File: src/rtl/br_wb_ctrl_pkg.sv
// Shared widths and requester identifiers for the BR write-back controller.
package br_pkg;

    localparam int unsigned AW   = 5;
    localparam int unsigned DWID = 32;
    localparam int unsigned NREG = 32;

    typedef enum logic {
        REQ_A = 1'b0,
        REQ_B = 1'b1
    } req_id_e;

endpackage

File: src/rtl/br_wb_ctrl_arb.sv
// Two-request round-robin arbiter; the requester other than LAST wins a tie.
module rr_arb2
    import br_pkg::*;
(
    input  logic       clk,
    input  logic       rst_n,
    input  logic [1:0] req_i,
    output logic [1:0] gnt_c_o
);

    req_id_e    last_q, last_d;
    logic [1:0] gnt;

    // LAST resets to B so that A wins the first tie.
    always_ff @(posedge clk or negedge rst_n) begin
        if (!rst_n) begin
            last_q <= REQ_B;
        end else begin
            last_q <= last_d;
        end
    end

    always_comb begin
        gnt    = 2'b00;
        last_d = last_q;
        unique case (req_i)
            2'b01:   gnt = 2'b01;
            2'b10:   gnt = 2'b10;
            2'b11:   gnt = (last_q == REQ_A) ? 2'b10 : 2'b01;
            default: gnt = 2'b00;
        endcase
        if (gnt[0]) begin
            last_d = REQ_A;
        end else if (gnt[1]) begin
            last_d = REQ_B;
        end
    end

    assign gnt_c_o = gnt;

endmodule

File: src/rtl/br_wb_ctrl.sv
// BR write-back controller: arbitrates A/B onto BR's write port and keeps the
// pending-write scoreboard that gates issue and flags read hazards.
module br_wb_ctrl
    import br_pkg::*;
(
    input  logic            clk,
    input  logic            rst_n,
    input  logic            iss_v_i,
    input  logic [AW-1:0]   iss_wa_i,
    output logic            iss_rdy_c_o,
    input  logic            a_v_i,
    input  logic [AW-1:0]   a_wa_i,
    input  logic [DWID-1:0] a_dw_i,
    output logic            a_rdy_c_o,
    input  logic            b_v_i,
    input  logic [AW-1:0]   b_wa_i,
    input  logic [DWID-1:0] b_dw_i,
    output logic            b_rdy_c_o,
    input  logic [AW-1:0]   ra1_i,
    input  logic [AW-1:0]   ra2_i,
    output logic            haz1_c_o,
    output logic            haz2_c_o,
    output logic            we_o,
    output logic [AW-1:0]   wa_o,
    output logic [DWID-1:0] dw_o,
    output logic [NREG-1:0] pend_o
);

    logic [1:0]      gnt;
    logic            xfer;
    logic            iss_acc;
    logic [AW-1:0]   sel_wa;
    logic [DWID-1:0] sel_dw;

    logic            we_q, we_d;
    logic [AW-1:0]   wa_q, wa_d;
    logic [DWID-1:0] dw_q, dw_d;
    logic [NREG-1:0] pend_q, pend_d;

    rr_arb2 u_arb (
        .clk     (clk),
        .rst_n   (rst_n),
        .req_i   ({b_v_i, a_v_i}),
        .gnt_c_o (gnt)
    );

    assign xfer    = |gnt;
    assign sel_wa  = gnt[0] ? a_wa_i : b_wa_i;
    assign sel_dw  = gnt[0] ? a_dw_i : b_dw_i;
    assign iss_acc = iss_v_i & ~pend_q[iss_wa_i];

    // Clear applied before set so a same-register issue keeps the bit pending.
    always_comb begin
        we_d   = xfer;
        wa_d   = wa_q;
        dw_d   = dw_q;
        pend_d = pend_q;
        if (xfer) begin
            wa_d           = sel_wa;
            dw_d           = sel_dw;
            pend_d[sel_wa] = 1'b0;
        end
        if (iss_acc) begin
            pend_d[iss_wa_i] = 1'b1;
        end
    end

    always_ff @(posedge clk or negedge rst_n) begin
        if (!rst_n) begin
            we_q   <= 1'b0;
            wa_q   <= '0;
            dw_q   <= '0;
            pend_q <= '0;
        end else begin
            we_q   <= we_d;
            wa_q   <= wa_d;
            dw_q   <= dw_d;
            pend_q <= pend_d;
        end
    end

    assign iss_rdy_c_o = ~pend_q[iss_wa_i];
    assign a_rdy_c_o   = gnt[0];
    assign b_rdy_c_o   = gnt[1];
    assign haz1_c_o    = pend_q[ra1_i];
    assign haz2_c_o    = pend_q[ra2_i];
    assign we_o        = we_q;
    assign wa_o        = wa_q;
    assign dw_o        = dw_q;
    assign pend_o      = pend_q;

endmodule
File: config.mk
export PLATFORM = sky130hd
export DESIGN_NAME = br_wb_ctrl
export DESIGN_NICKNAME = d
export VERILOG_FILES = /design/src/rtl/br_wb_ctrl_pkg.sv /design/src/rtl/br_wb_ctrl_arb.sv /design/src/rtl/br_wb_ctrl.sv
export SDC_FILE = /design/constraint.sdc
export NUM_CORES = 1
export LEC_CHECK = 0
export CAP_MARGIN = 30
export CORE_UTILIZATION = 40
export CTS_BUF_LIST = sky130_fd_sc_hd__clkbuf_4 sky130_fd_sc_hd__clkbuf_8
export DETAILED_ROUTE_END_ITERATION = 8
export GPL_TIMING_DRIVEN = 0
export PLACE_DENSITY_LB_ADDON = 0.1
export SYNTH_ARGS = -nofsm -noshare
export SYNTH_HDL_FRONTEND = slang
export SYNTH_SLANG_ARGS = --single-unit
File: constraint.sdc
create_clock -name clk -period 7 [get_ports clk]
set_clock_uncertainty 0.05 [all_clocks]
set_input_delay 1.4 -clock clk [delete_from_list [all_inputs] [get_ports clk]]
set_output_delay 1.4 -clock clk [all_outputs]
set_load 0.1 [all_outputs]
==> results of run 1 <==
[layer usage]
layer  global-route usage (%)  vias up  share of wire [%]
met3                     7.77        9                 10
met1                     30.5     1894                 41
met2                     38.6      205                 48
met5                        0        -                  0
met4                     6.94        0               0.75
li1                         -     1808                  -
[state kept, by name, summed over array words and instances, names as in the netlist]
signal and cells:
dw_o 32, wa_o 5, we_o 1, pend_o 32, u_arb.last_q 1
[path summary, 6_finish.rpt]
| kind | startpoint | slack (ps) | to | cells after the start |
|---|---|---|---|---|
| min in group asynchronous | rst_n | 990 | pend_o[4] | 2 |
| worst min register to register | wa_o[4] | 500 | wa_o[4] | 2 |
| worst max-delay path | iss_wa_i[1] | 460 | iss_rdy_c_o | 9 |
| max in group asynchronous | rst_n | 5540 | u_arb.last_q | 2 |
| worst max register to register | pend_o[21] | 4530 | pend_o[15] | 7 |
| worst min-delay path | wa_o[4] | 500 | wa_o[4] | 2 |
[layout make-up]
type / count / share of cell area (%)
multi-input combinational: 271 / 35.7
clock buffer: 13 / 2.67
sequential: 71 / 28.6
buffer: 27 / 2.03
clock inverter: 3 / 1.04
timing repair buffer: 164 / 26.6
inverter: 12 / 0.723
tap: 133 / 2.67
[layout by cell type (no fill, tap or decap), types with 4 or more instances in the layout]
cell             synthesis  final
or3b_1                   4      4
nand3_1                  5      5
clkbuf_8                 0     11
o21ai_0                 11     11
nand3b_1                 4      4
mux4_2                  24     24
o31ai_2                  7      7
clkdlybuf4s50_1          0    162
nand2_1                 44     44
nor2_1                  10     10
mux2i_1                 34     34
nor2b_1                  5      5
o21ai_1                 34     34
nand2b_1                 4      4
dfrtp_1                 70     70
clkbuf_1                20     20
a21oi_1                  5      5
nor3_1                   7      7
inv_1                    9      9
o32ai_1                  5      5
o31ai_1                 31     31
[logic make-up (layout without fill, tap and decap cells)]
group           after synthesis  count (layout)  share of synthesized area (%)
buf+inv                      39             219                           4.11
flops                        71              71                           42.6
compound gates              112             112                           18.2
simple gates                 95              95                           11.3
mux                          64              64                           23.8
[power groups by stage]
stage,Combinational [mW],Sequential [mW],Clock [mW]
6_report,1.36,0.617,0.382
5_1_grt,1.40,0.630,0.412
4_1_cts,1.36,0.614,0.392
3_5_place_dp,1.36,0.620,0
3_3_place_gp,1.35,0.616,0
2_1_floorplan,0.340,1.27,0
[worst max-delay path, cell delays in order]
cell             delay (ps)
clkdlybuf4s50_1         550
clkbuf_1                450
mux4_1                  370
nor2b_1                 140
or4_1                   530
buf_2                   190
buf_6                   160
nor2_1                  110
clkdlybuf4s50_1        1160
==> impl_metrics.csv, run 1 <==
group,metric,value,unit
outcome,status,"completed",
run,maxCapViolCount,0,
clocking,cts_buffers,9,
die,die_x,104,um
global_route,antenna_found_initial,0,
placement,gp_congestion,0.842,
final_layout,drive_gt1_share,11.4,%
logic_synthesis,yosysMostFrequentCell,"dfrtp_1",
global_route,grt_pass1_vias,3962,
global_route,grt_max_degree,72,
setup_path,critPathArrivalTime,5090,ps
logic_synthesis,synth_top_area_share,42.0,%
global_route,grt_pass1_wl,20200,um
logic_synthesis,synthDistinctLibCells,44,
die,dieArea,10800,um2
placement,io_buffers,163,
logic_synthesis,synthCells,381,
route,viasPerCell,5.64,
setup_path,cp-start-kind,"primary input",
setup_path,worstPathRequired,5550,ps
timing,rsz0062_at_grt,"no",
logic_synthesis,synth_top_cell_by_area,"dfrtp_1",
route,vias,3916,
final_layout,final_util,62.6,%
final_layout,multi_input_area,2220,um2
timing,hold_viol_final,0,
global_route,grt_overflow_total,0,
route,dr.pass1.iters,4,
timing,fin_hold_ws,496,ps
placement,placed_area,6000,um2
timing,slew_headroom,23.5,%
final_layout,fin_nets,650,
clocking,cts_root_buf,"clkbuf_8",
power_and_ir_drop,p_comb_share,57.7,%
power_and_ir_drop,p_int,1.12,mW
clocking,ctsResizeCount,0,
timing,max_freq,0.153,GHz
logic_synthesis,syn_area,4170,um2
die,ios,169,
die,die_h,104,um
timing,timing.final.crit_share,93.4,%
clocking,cts_sinks,71,
clocking,clockBufferDepth,2,
logic_synthesis,syn-num-nets,475,
final_layout,final_cells,694,
logic_synthesis,ys_seq_elements,71,
worst_hold_path,hold_path_class,"reg -> reg",
placement,dp.cells,678,
die,start_util,41.9,%
setup_path,critPathKind,"in -> out",
clocking,post_cts.repair.setup_buffers,0,
power_and_ir_drop,cellPowerDensity,379,nW/um2
power_and_ir_drop,power,2.36,mW
route,drc,0,
logic_synthesis,yosys-top-cells-count,"dfrtp_1 (70), nand2_1 (44), mux2i_1 (34), o21ai_1 (34), o31ai_1 (31)",
final_layout,area_growth,49.2,%
timing,final.setup.tns,0,ps
clocking,cts.clk_slew.worst_paths,70,ps
final_layout,seq_area,1780,um2
timing,setup_viol,0,
final_layout,fillers,817,
global_route,grt_usage,23.9,%
power_and_ir_drop,power.net_switching,1.24,mW
setup_path,cp-end-kind,"output port",
power_and_ir_drop,pwr-share-seq,26.1,%
timing,period_minus_slack,6540,ps
power_and_ir_drop,ir_drop,0.227,mV
route,drt-wirelength-per-cell,18.6,um
die,coreArea,9950,um2
timing,tightest_slew,1140,ps
clocking,ctsHoldBuffers,0,
power_and_ir_drop,leakage,2.46,nW
final_layout,stdcell_area,6230,um2
placement,hpwl,9560,um
route,routed_wirelength,12900,um
clocking,cts_tree,"yes",
logic_synthesis,synth_enable_flop_cells,0,
logic_synthesis,synth-main-ff-cell,"dfrtp_1",
logic_synthesis,synth.area.top_cells,"dfrtp_1 (42%), mux4_2 (13%), mux2i_1 (8.2%), o31ai_1 (5.6%), o21ai_1 (4.1%)",
route,drt_iter0_drc,187,
timing,setup_slack,460,ps
logic_synthesis,ys_seq_area_share,42.6,%
logic_synthesis,yosys_warnings,0,
route,antenna_left,0,
power_and_ir_drop,clkPwrFrac,16.2,%
timing,maxSlewViolCount,0,
clocking,clk_latency,350,ps
setup_path,crit_path_max_fanout,10,
logic_synthesis,avgSynthCellArea,11.0,um2
die,rows,36,
clocking,htree_levels,3,
power_and_ir_drop,swShare,52.5,%
logic_synthesis,async_reset_ff_share,100,%
placement,dpl_worst_slack,487,ps
final_layout,insertedDiodeCount,0,
Power figures use the tool's default switching activity.
==> run 2, diff against run 1 <==
- CORE_UTILIZATION: 40 -> 48
- GPL_ROUTABILITY_DRIVEN: unset -> 1
==> impl_metrics.csv, run 2 (synthesis gave the netlist of run 1 again) <==
group,metric,value,unit
route,routed_wirelength,12900,um
clocking,post_cts.repair.setup_buffers,0,
route,vias,3981,
setup_path,cp-end-kind,"output port",
final_layout,stdcell_area,6090,um2
timing,hold_viol_final,0,
power_and_ir_drop,leakage,2.42,nW
timing,setup_viol,0,
clocking,cts_sinks,71,
final_layout,seq_area,1780,um2
placement,io_buffers,163,
clocking,htree_levels,3,
final_layout,layout_commonest_cell,"clkdlybuf4s50_1",
setup_path,crit_path_max_fanout,10,
placement,gp_congestion,0.867,
setup_path,critPathKind,"in -> out",
route,drt_iter0_drc,329,
clocking,cts.clk_slew.worst_paths,80,ps
clocking,clockBufferDepth,2,
clocking,cts_tree,"yes",
global_route,grt_pass1_wl,20500,um
worst_hold_path,hold_path_class,"reg -> reg",
die,dieArea,9070,um2
die,die_h,95.2,um
die,ios,169,
final_layout,most-common-layout-cells,"clkdlybuf4s50_1 (162), dfrtp_1 (70), nand2_1 (44)",
timing,slew_headroom,31.8,%
timing,final.setup.tns,0,ps
run,maxCapViolCount,0,
final_layout,fillers,612,
timing,period_minus_slack,6600,ps
route,dr.pass1.iters,5,
clocking,clk_latency,340,ps
global_route,grt_pass1_vias,3986,
global_route,antenna_found_initial,0,
final_layout,fin_nets,649,
power_and_ir_drop,ir_drop,0.165,mV
timing,timing.final.crit_share,94.2,%
placement,placed_area,5930,um2
final_layout,multi_input_area,2220,um2
global_route,grt_overflow_total,0,
setup_path,worstPathRequired,5550,ps
global_route,grt_max_degree,72,
placement,hpwl,9510,um
route,drt-wirelength-per-cell,19.5,um
timing,max_freq,0.152,GHz
final_layout,area_growth,45.9,%
die,coreArea,8300,um2
die,rows,33,
global_route,grt_usage,30.0,%
setup_path,critPathArrivalTime,5150,ps
timing,maxSlewViolCount,0,
die,die_x,95.2,um
power_and_ir_drop,cellPowerDensity,372,nW/um2
clocking,cts_root_buf,"clkbuf_8",
setup_path,cp-start-kind,"primary input",
die,start_util,50.3,%
route,antenna_left,0,
route,viasPerCell,6.00,
clocking,ctsHoldBuffers,0,
clocking,cts_buffers,9,
final_layout,insertedDiodeCount,0,
route,drc,0,
clocking,ctsResizeCount,0,
outcome,status,"completed",
final_layout,drive_gt1_share,10.9,%
timing,rsz0062_at_grt,"no",
timing,tightest_slew,1020,ps
[run 2: worst max-delay path: stages]
cell and delay, ps:
clkdlybuf4s50_1 590, clkbuf_1 470, mux4_1 400, nor2b_1 150, or4_1 520, buf_2 190
buf_6 160, nor2_1 110, clkdlybuf4s50_1 1150
[run 2: metrics by stage]
stage               power (mW)  setup slack [ps]  util [%]  cells  hold WS, ps
floorplan                 1.61              1360         -    381          483
global placement          1.96               508      71.5    649          465
detailed placement        1.98               485      71.5    649          481
CTS                       2.26               444      73.4    663          496
global route              2.34               283      73.4    663          527
finish                    2.27               405      73.4    663          496
[run 2: power breakdown]
part	switching (mW)	leakage, nW	internal [mW]
Clock	0.151	0.0863	0.136
Combinational	0.974	1.47	0.386
Sequential	0.114	0.862	0.505
Total	1.24	2.42	1.03
[run 2: path summary, 6_finish.rpt]
check / from / endpoint / slack, ps / depth (start not counted)
worst max-delay path: iss_wa_i[1] / iss_rdy_c_o / 400 / 9
worst min-delay path: wa_o[4] / wa_o[4] / 500 / 2
worst max register to register: pend_o[21] / pend_o[14] / 4550 / 7
worst min register to register: wa_o[4] / wa_o[4] / 500 / 2
max in group asynchronous: rst_n / pend_o[26] / 5180 / 1
min in group asynchronous: rst_n / dw_o[6] / 1130 / 1
[run 2: area by class of cell]
| class | instances | area share (%) |
|---|---|---|
| Buffer | 27 | 2.08 |
| Clock buffer | 12 | 2.40 |
| Clock inverter | 2 | 0.164 |
| Inverter | 12 | 0.740 |
| Multi-Input combinational cell | 271 | 36.5 |
| Sequential cell | 71 | 29.2 |
| Tap cell | 105 | 2.16 |
| Timing Repair Buffer | 163 | 26.8 |
[run 2: per-layer routing]
| layer | share of wire [%] | wire [um] | up-vias | track usage [%] |
|---|---|---|---|---|
| met5 | 0 | 0 | - | 0 |
| met4 | 2.0 | 260 | 0 | 9.60 |
| met3 | 7.6 | 988 | 27 | 5.02 |
| met2 | 50 | 6500 | 193 | 50.4 |
| met1 | 40 | 5180 | 1955 | 39.6 |
| li1 | - | - | 1806 | - |
